**src/rtl/muldiv_seq.sv**
```systemverilog
// Iterative multiply/divide sequencer owning the HI/LO pair: shift-add multiplier,
// restoring divider, one iteration per cycle, sign fix-up in a final cycle.
module muldiv_seq #(
  parameter int WIDTH = 32
) (
  input  logic             clk,
  input  logic             reset,
  input  logic             start,
  input  logic [1:0]       op,
  input  logic [WIDTH-1:0] a,
  input  logic [WIDTH-1:0] b,
  input  logic             mthi_we,
  input  logic             mtlo_we,
  input  logic [WIDTH-1:0] wdata,
  input  logic             hilo_rd,
  output logic [WIDTH-1:0] hi,
  output logic [WIDTH-1:0] lo,
  output logic             busy,
  output logic             done,
  output logic             stall
);

  localparam int CW = $clog2(WIDTH + 1);

  typedef enum logic [1:0] {IDLE, RUN, FIX} state_t;

  state_t           state, state_nx;
  logic [CW-1:0]    cnt;
  logic             is_div, neg_q, neg_r, div0;
  logic [WIDTH-1:0] opnd;   // multiplicand or divisor magnitude
  logic [WIDTH-1:0] acc;    // product upper half or partial remainder
  logic [WIDTH-1:0] lq;     // multiplier/product lower half or dividend/quotient

  logic             a_neg, b_neg;
  logic [WIDTH-1:0] a_mag, b_mag;
  logic             last_iter;

  assign a_neg     = op[0] & a[WIDTH-1];
  assign b_neg     = op[0] & b[WIDTH-1];
  assign a_mag     = a_neg ? -a : a;
  assign b_mag     = b_neg ? -b : b;
  assign last_iter = (cnt == CW'(WIDTH));

  // State register.
  always_ff @(posedge clk) begin
    if (reset) state <= IDLE;
    else       state <= state_nx;
  end

  // Next-state logic.
  always_comb begin
    // NOTE: every combinational output gets a default first so no path leaves it unassigned (no latch).
    state_nx = state;
    unique case (state)
      IDLE:    if (start) state_nx = RUN;
      RUN:     if (last_iter) state_nx = FIX;
      FIX:     state_nx = IDLE;
      default: state_nx = IDLE;
    endcase
  end

  // Outputs decoded from state.
  always_comb begin
    busy  = (state == RUN) || (state == FIX);
    stall = busy & (start | hilo_rd | mthi_we | mtlo_we);
  end

  // One iteration of each algorithm.
  logic [WIDTH:0]   mul_sum, div_sh, div_diff;
  logic             div_ge;
  logic [WIDTH-1:0] it_acc, it_lq;

  always_comb begin
    mul_sum  = {1'b0, acc} + {1'b0, (lq[0] ? opnd : {WIDTH{1'b0}})};
    div_sh   = {acc, lq[WIDTH-1]};
    div_diff = div_sh - {1'b0, opnd};
    div_ge   = (div_sh >= {1'b0, opnd});
    if (is_div) begin
      it_acc = div_ge ? div_diff[WIDTH-1:0] : div_sh[WIDTH-1:0];
      it_lq  = {lq[WIDTH-2:0], div_ge};
    end else begin
      it_acc = mul_sum[WIDTH:1];
      it_lq  = {mul_sum[0], lq[WIDTH-1:1]};
    end
  end

  // Sign correction applied on the edge leaving FIX.
  logic [2*WIDTH-1:0] prod, prod_fix;
  logic [WIDTH-1:0]   q_fix, r_fix, fix_hi, fix_lo;

  always_comb begin
    prod     = {acc, lq};
    prod_fix = neg_q ? -prod : prod;
    q_fix    = div0 ? {WIDTH{1'b1}} : (neg_q ? -lq : lq);
    r_fix    = neg_r ? -acc : acc;
    fix_hi   = is_div ? r_fix : prod_fix[2*WIDTH-1:WIDTH];
    fix_lo   = is_div ? q_fix : prod_fix[WIDTH-1:0];
  end

  // NOTE: datapath registers are always loaded before use, so they carry no reset.
  // The first RUN cycle only primes the counter; the WIDTH iterations follow on the next edges.
  always_ff @(posedge clk) begin
    if (state == IDLE && start) begin
      is_div <= op[1];
      neg_q  <= a_neg ^ b_neg;
      neg_r  <= op[1] & a_neg;
      div0   <= op[1] & (b == '0);
      opnd   <= op[1] ? b_mag : a_mag;
      lq     <= op[1] ? a_mag : b_mag;
      acc    <= '0;
      cnt    <= '0;
    end else if (state == RUN) begin
      cnt <= cnt + CW'(1);
      if (cnt != '0) begin
        acc <= it_acc;
        lq  <= it_lq;
      end
    end
  end

  // Architectural HI/LO and the done pulse.
  always_ff @(posedge clk) begin
    // NOTE: sequential state uses non-blocking assignments so every register samples pre-edge values.
    if (reset) begin
      hi   <= '0;
      lo   <= '0;
      done <= 1'b0;
    end else begin
      done <= (state == FIX);
      if (state == FIX) begin
        hi <= fix_hi;
        lo <= fix_lo;
      end else if (state == IDLE) begin
        if (mthi_we) hi <= wdata;
        if (mtlo_we) lo <= wdata;
      end
    end
  end

endmodule

```
**config.mk**
```make
export PLATFORM = sky130hd
export DESIGN_NAME = muldiv_seq
export DESIGN_NICKNAME = d
export VERILOG_FILES = /design/src/rtl/muldiv_seq.sv
export SDC_FILE = /design/constraint.sdc
export NUM_CORES = 1
export LEC_CHECK = 0
export ABC_AREA = 0
export CAP_MARGIN = 20
export CORE_MARGIN = 2
export CORE_UTILIZATION = 50
export DETAILED_ROUTE_END_ITERATION = 12
export MAX_ROUTING_LAYER = met4
export PLACE_DENSITY = 0.81
export SLEW_MARGIN = 10
export SYNTH_ARGS = -nofsm -noshare
export SYNTH_HDL_FRONTEND = slang
export SYNTH_SLANG_ARGS = --single-unit
export TNS_END_PERCENT = 30
```
**constraint.sdc**
```tcl
create_clock -name clk -period 3.3 [get_ports clk]
set_clock_uncertainty 0.2 [all_clocks]
set_input_delay 0.495 -clock clk [delete_from_list [all_inputs] [get_ports clk]]
set_output_delay 0.495 -clock clk [all_outputs]
set_load 0.01 [all_outputs]
```
After elaboration in Yosys (flattened, before gate mapping)
Index checks and enable logic that the tools add are counted.
- flip-flop bits (word level): 173
- latch bits: 0
- RAM bits: 0
- ROM bits: 0
- input bits: 104
- output and inout port bits: 67
- logic and storage cells: 76
- memories kept: 0
- add/subtract/negate cells: 8
- multiply operators: 0
- divide/modulo/power cells: 0
- magnitude comparators: 1
- equality and inequality tests: 5
- shift-type cells: 0
- muxes and demuxes: 26
- bitwise operators: 9
- reductions and logical operators: 15
- operator list (operator ; number):
    $mux 32 ; 22
    $neg 32->32 ; 4
    $mux 64 ; 1
    $neg 64->64 ; 1
    $add 32x32->33 ; 1
    $ge 33x32->1 ; 1
    $logic_not 32->1 ; 1
    $sub 32x32->32 ; 1
    $reduce_and 2->1 ; 5
    $reduce_bool 2->1 ; 5
    $add 6x1->6 const B ; 1
    $eq 6x6->1 const B ; 1
    $reduce_bool 6->1 ; 1
    $and 1x1->1 ; 5
    $mux 2 ; 2
    $ne 2x2->1 const B ; 2
    $pmux 2 s2 ; 1
    $or 1x1->1 ; 3
    $eq 2x1->1 const B ; 1
    $eq 2x2->1 const B ; 1
    $logic_not 2->1 ; 1
    $logic_and 1x1->1 ; 1
    $logic_or 1x1->1 ; 1
    $xor 1x1->1 ; 1

Depth between registers and ports, before layout
- word-level depth: 6
- mapped depth: 13
- gate-level depth less buffers: 11

Worst setup path after synthesis
No wires, ideal clock.
- path kind: register -> register
- start point: reg lq[0]
- end point: reg acc[29]
- library setup time: 86 ps
- arrival: 3063 ps
- data required time: 3014 ps
- path slack: -49 ps
- cell stages (with the launch flop): 13
- buffers on the path: 1
- period minus slack after synthesis: 3349 ps
- cell sequence: edfxtp_1 inv_1 buf_1 nor2_1 fa_1 a21o_1 a221oi_1 a211oi_1 o21ai_0 a21oi_1 a311o_1 xnor2_1 a211oi_1
- longest elaborated chain between the ends: 3
- ends and longest elaborated chain (element ; RTL line ; RTL):
    start, declared ; 32 ; logic [WIDTH-1:0] lq;
    start signal, assigned ; 109 ; lq <= op[1] ? a_mag : b_mag;
    start signal, assigned ; 116 ; lq <= it_lq;
    $mux 32 ; 74 ; mul_sum = {1'b0, acc} + {1'b0, (lq[0] ? opnd : {WIDTH{1'b0}})};
    $add 32x32->33 ; 74 ;
    $mux 32 ; 78 ; if (is_div) begin
    end signal, assigned ; 115 ; acc <= it_acc;
    end, declared ; 31 ; logic [WIDTH-1:0] acc;
Every way passes these cells.
A chain may end at the register's enable or synchronous reset.

Worst setup path after layout
- start point: reg lq[0]
- end point: reg acc[15]
The elaborated chain is that of the path after synthesis.

==> impl_metrics.env <==
export IMPL_netlist_area_um2=15000
export IMPL_layout_nets=2401
export IMPL_antenna_found_initial=0
export IMPL_drtPass1Iterations=8
export IMPL_endpoint_kind="flop"
export IMPL_swShare=0.442
export IMPL_stdcell_area_um2=20000
export IMPL_violations="setup timing"
export IMPL_p_clk_frac=0.167
export IMPL_drv_cap=0
export IMPL_synth_edf_count=68
export IMPL_drive_above_1_share=0.188
export IMPL_rsz0062_at_grt="yes"
export IMPL_vias=16800
export IMPL_antenna_left=0
export IMPL_setup_viol=2
export IMPL_period_minus_slack_ns=3.32
export IMPL_gp_congestion=1.08
export IMPL_die_x_um=177
export IMPL_cts_tree="done"
export IMPL_area_growth_pct=33.1
export IMPL_yosys_top_cells_area="dfxtp_1 14%, edfxtp_1 14%, a211oi_1 6.4%"
export IMPL_worst_ep_arrival_time_ns=3.47
export IMPL_hold_viol_final=0
export IMPL_path_class="flop to flop"
export IMPL_grt_pass1_wl_um=90000
export IMPL_tightest_slew_ns=0.666
export IMPL_syn_area_per_cell_um2=8.10
export IMPL_grt_use_total=0.384
export IMPL_yosysSeqAreaShare=0.276
export IMPL_postSynth_asyncResetShare=0
export IMPL_drc=0
export IMPL_coreArea_um2=29600
export IMPL_post_drt_via_cell_ratio=6.40
export IMPL_relSlewSlack=0.545
export IMPL_p_sw_mw=5.33
export IMPL_final_cell_mix="283 x buf_4, 168 x clkdlybuf4s50_1, 147 x nor2_1"
export IMPL_syn_num_nets=2034
export IMPL_seqCellArea_um2=4150
export IMPL_fin_crit_sh=1.01
export IMPL_fillCellCount=2456
export IMPL_power_frac_comb=0.581
export IMPL_wl_um=60200
export IMPL_p_int_mw=6.74
export IMPL_cp_top_family="compound AO/OA/AOI/OAI gates"
export IMPL_dieArea_um2=31400
export IMPL_seq_power_share=0.252
export IMPL_cts_hold_buf=0
export IMPL_critPathMaxFanout=3
export IMPL_io_pins=171
export IMPL_multi_input_area_um2=10600
export IMPL_clk_pin_slew_worst_paths_ns=0.07
export IMPL_peakVddDrop_v=0.000464
export IMPL_setup_ws_ns=-0.0186
export IMPL_worstPathCellList="and2_4 > ha_4 > fa_2 > a21o_1 > a221oi_4 > or4_4 > nand2_1 > buf_4 > a31oi_1 > xor2_1 > nor2_1 > a221o_1"
export IMPL_syn_inst=1855
export IMPL_cp_required_ns=3.45
export IMPL_clockBufferDepth=2
export IMPL_critPathMaxStageDelay_ns=0.46
export IMPL_grt_max_degree=46
export IMPL_ys_seq_elements=173
export IMPL_synth_top_area_frac=0.140
export IMPL_placed_area_um2=19000
export IMPL_start_kind="flop"
export IMPL_fmax_ghz=0.301
export IMPL_yosysWarnings=0
export IMPL_power_density_nw_per_um2=604
export IMPL_leakagePower_nw=8.42
export IMPL_initial_utilization=0.507
export IMPL_min_path_type="primary input to flop"
export IMPL_cp_slowest_cell="edfxtp_1"
export IMPL_crit_buf_inv=1
export IMPL_htree_levels=4
export IMPL_cts_sinks=173
export IMPL_grt_pass1_vias=15700
export IMPL_die_h_um=177
export IMPL_first_iter_violations=2017
export IMPL_wire_per_inst_um=22.9
export IMPL_clock_root_buffer="clkbuf_16"
export IMPL_rows=63
export IMPL_synth_ff_type="dfxtp_1"
export IMPL_numPortBuffers=170
export IMPL_slew_viol_final=0
export IMPL_outcome="finished with violations"
export IMPL_hpwlAfterDp_um=47800
export IMPL_layout_commonest_cell="buf_4"
export IMPL_total_power_mw=12.1
export IMPL_grt_overflow_total=0
export IMPL_yosysUniqueCellTypes=81
export IMPL_synth_largest_area_cell="dfxtp_1"
export IMPL_insertion_delay_ns=0.47
export IMPL_cts_buffers=17
==> cell families (layout without fill, tap and decap cells) <==
kind of cell               after synthesis  count (layout)  share of synthesized area
muxes                                   90              90                     0.0606
buffers and inverters                  176             556                     0.0445
and+or+nand+nor                        558             558                      0.188
other                                    0               1                          0
DFF                                    173             173                      0.276
AOI/OAI and AO/OA                      608             608                      0.265
adders and majority gates               75              75                     0.0635
xor gates and xnor gates               175             175                      0.102
==> timing repair <==
| action | CTS | global route |
|---|---|---|
| setup endpoints to repair | 17 | 32 |
| cloned | 0 | 1 |
| pin swaps | 7 | 37 |
| buffers inserted | 1 | 9 |
| gates resized for setup | 23 | 63 |
==> per-layer routing <==
metal	GRT usage	wire length, um	vias to the layer above
li1	-	-	7675
met1	0.507	25300	8006
met2	0.584	26800	966
met3	0.0576	5150	164
met4	0.167	2960	0
met5	-	0	-
==> cell usage after synthesis (all sizes together) (20+ instances only) <==
| cell | count |
|---|---|
| nand4 | 20 |
| nor4 | 20 |
| ha | 73 |
| o21ai | 127 |
| xor2 | 90 |
| a21o | 29 |
| a211oi | 129 |
| o31ai | 28 |
| nor2 | 152 |
| inv | 64 |
| xnor2 | 85 |
| and3 | 64 |
| or3 | 27 |
| nor3 | 36 |
| edfxtp | 68 |
| mux2i | 83 |
| nand2 | 134 |
| a21oi | 148 |
| clkbuf | 94 |
| dfxtp | 105 |
==> layout make-up <==
cell class                      instances  area share
Multi-Input combinational cell       1506       0.530
Clock buffer                           19      0.0217
Tap cell                              390      0.0244
Inverter                               64      0.0121
Sequential cell                       173       0.207
Timing Repair Buffer                  460       0.198
Antenna cell                            1    0.000125
Clock inverter                         13     0.00682
==> power by group through the flow <==
stage	Sequential, mW	Clock [mW]	Combinational [mW]
3_3_place_gp	3.04	0	6.51
6_report	3.04	2.02	7.01
5_1_grt	3.07	2.10	7.44
2_1_floorplan	3.13	0	3.65
4_1_cts	3.02	2.02	6.63
3_5_place_dp	3.06	0	6.55
==> path summary, 6_finish.rpt <==
kind	start	cells after the start	slack, ns	to
setup / recovery	lq[0]	12	-0.02	acc[15]
setup reg to reg	lq[0]	12	-0.02	acc[15]
hold reg to reg	cnt[5]	2	0.30	cnt[5]
hold / removal	reset	2	0.25	hi[6]
==> stage by stage <==
stage                     TNS (ns)  worst slack (ns)  cells  utilization  hold slack, ns
after global placement       -3.68            -0.240   2585        0.640           0.278
after CTS                  -0.0154           -0.0147   2618        0.662           0.236
final                      -0.0205           -0.0186   2626        0.674           0.251
after floorplan           -0.00110          -0.00110   1855            -           0.268
after detailed placement     -6.18            -0.307   2585        0.640           0.293
after global routing        -0.994            -0.140   2625        0.674           0.263
==> worst reg2reg max path: stages (launching register included) <==
cell	delay, ns
edfxtp_1	0.46
and2_4	0.20
ha_4	0.17
fa_2	0.38
a21o_1	0.24
a221oi_4	0.34
or4_4	0.23
nand2_1	0.11
buf_4	0.15
a31oi_1	0.18
xor2_1	0.24
nor2_1	0.06
a221o_1	0.25
==> flip-flops by register name, summed over array words and instances, names as in the netlist, 2 cells and up <==
name and count:
acc 32, cnt 6, hi 32, lo 32, lq 32, opnd 32
state 2
Power figures use the tool's default switching activity.
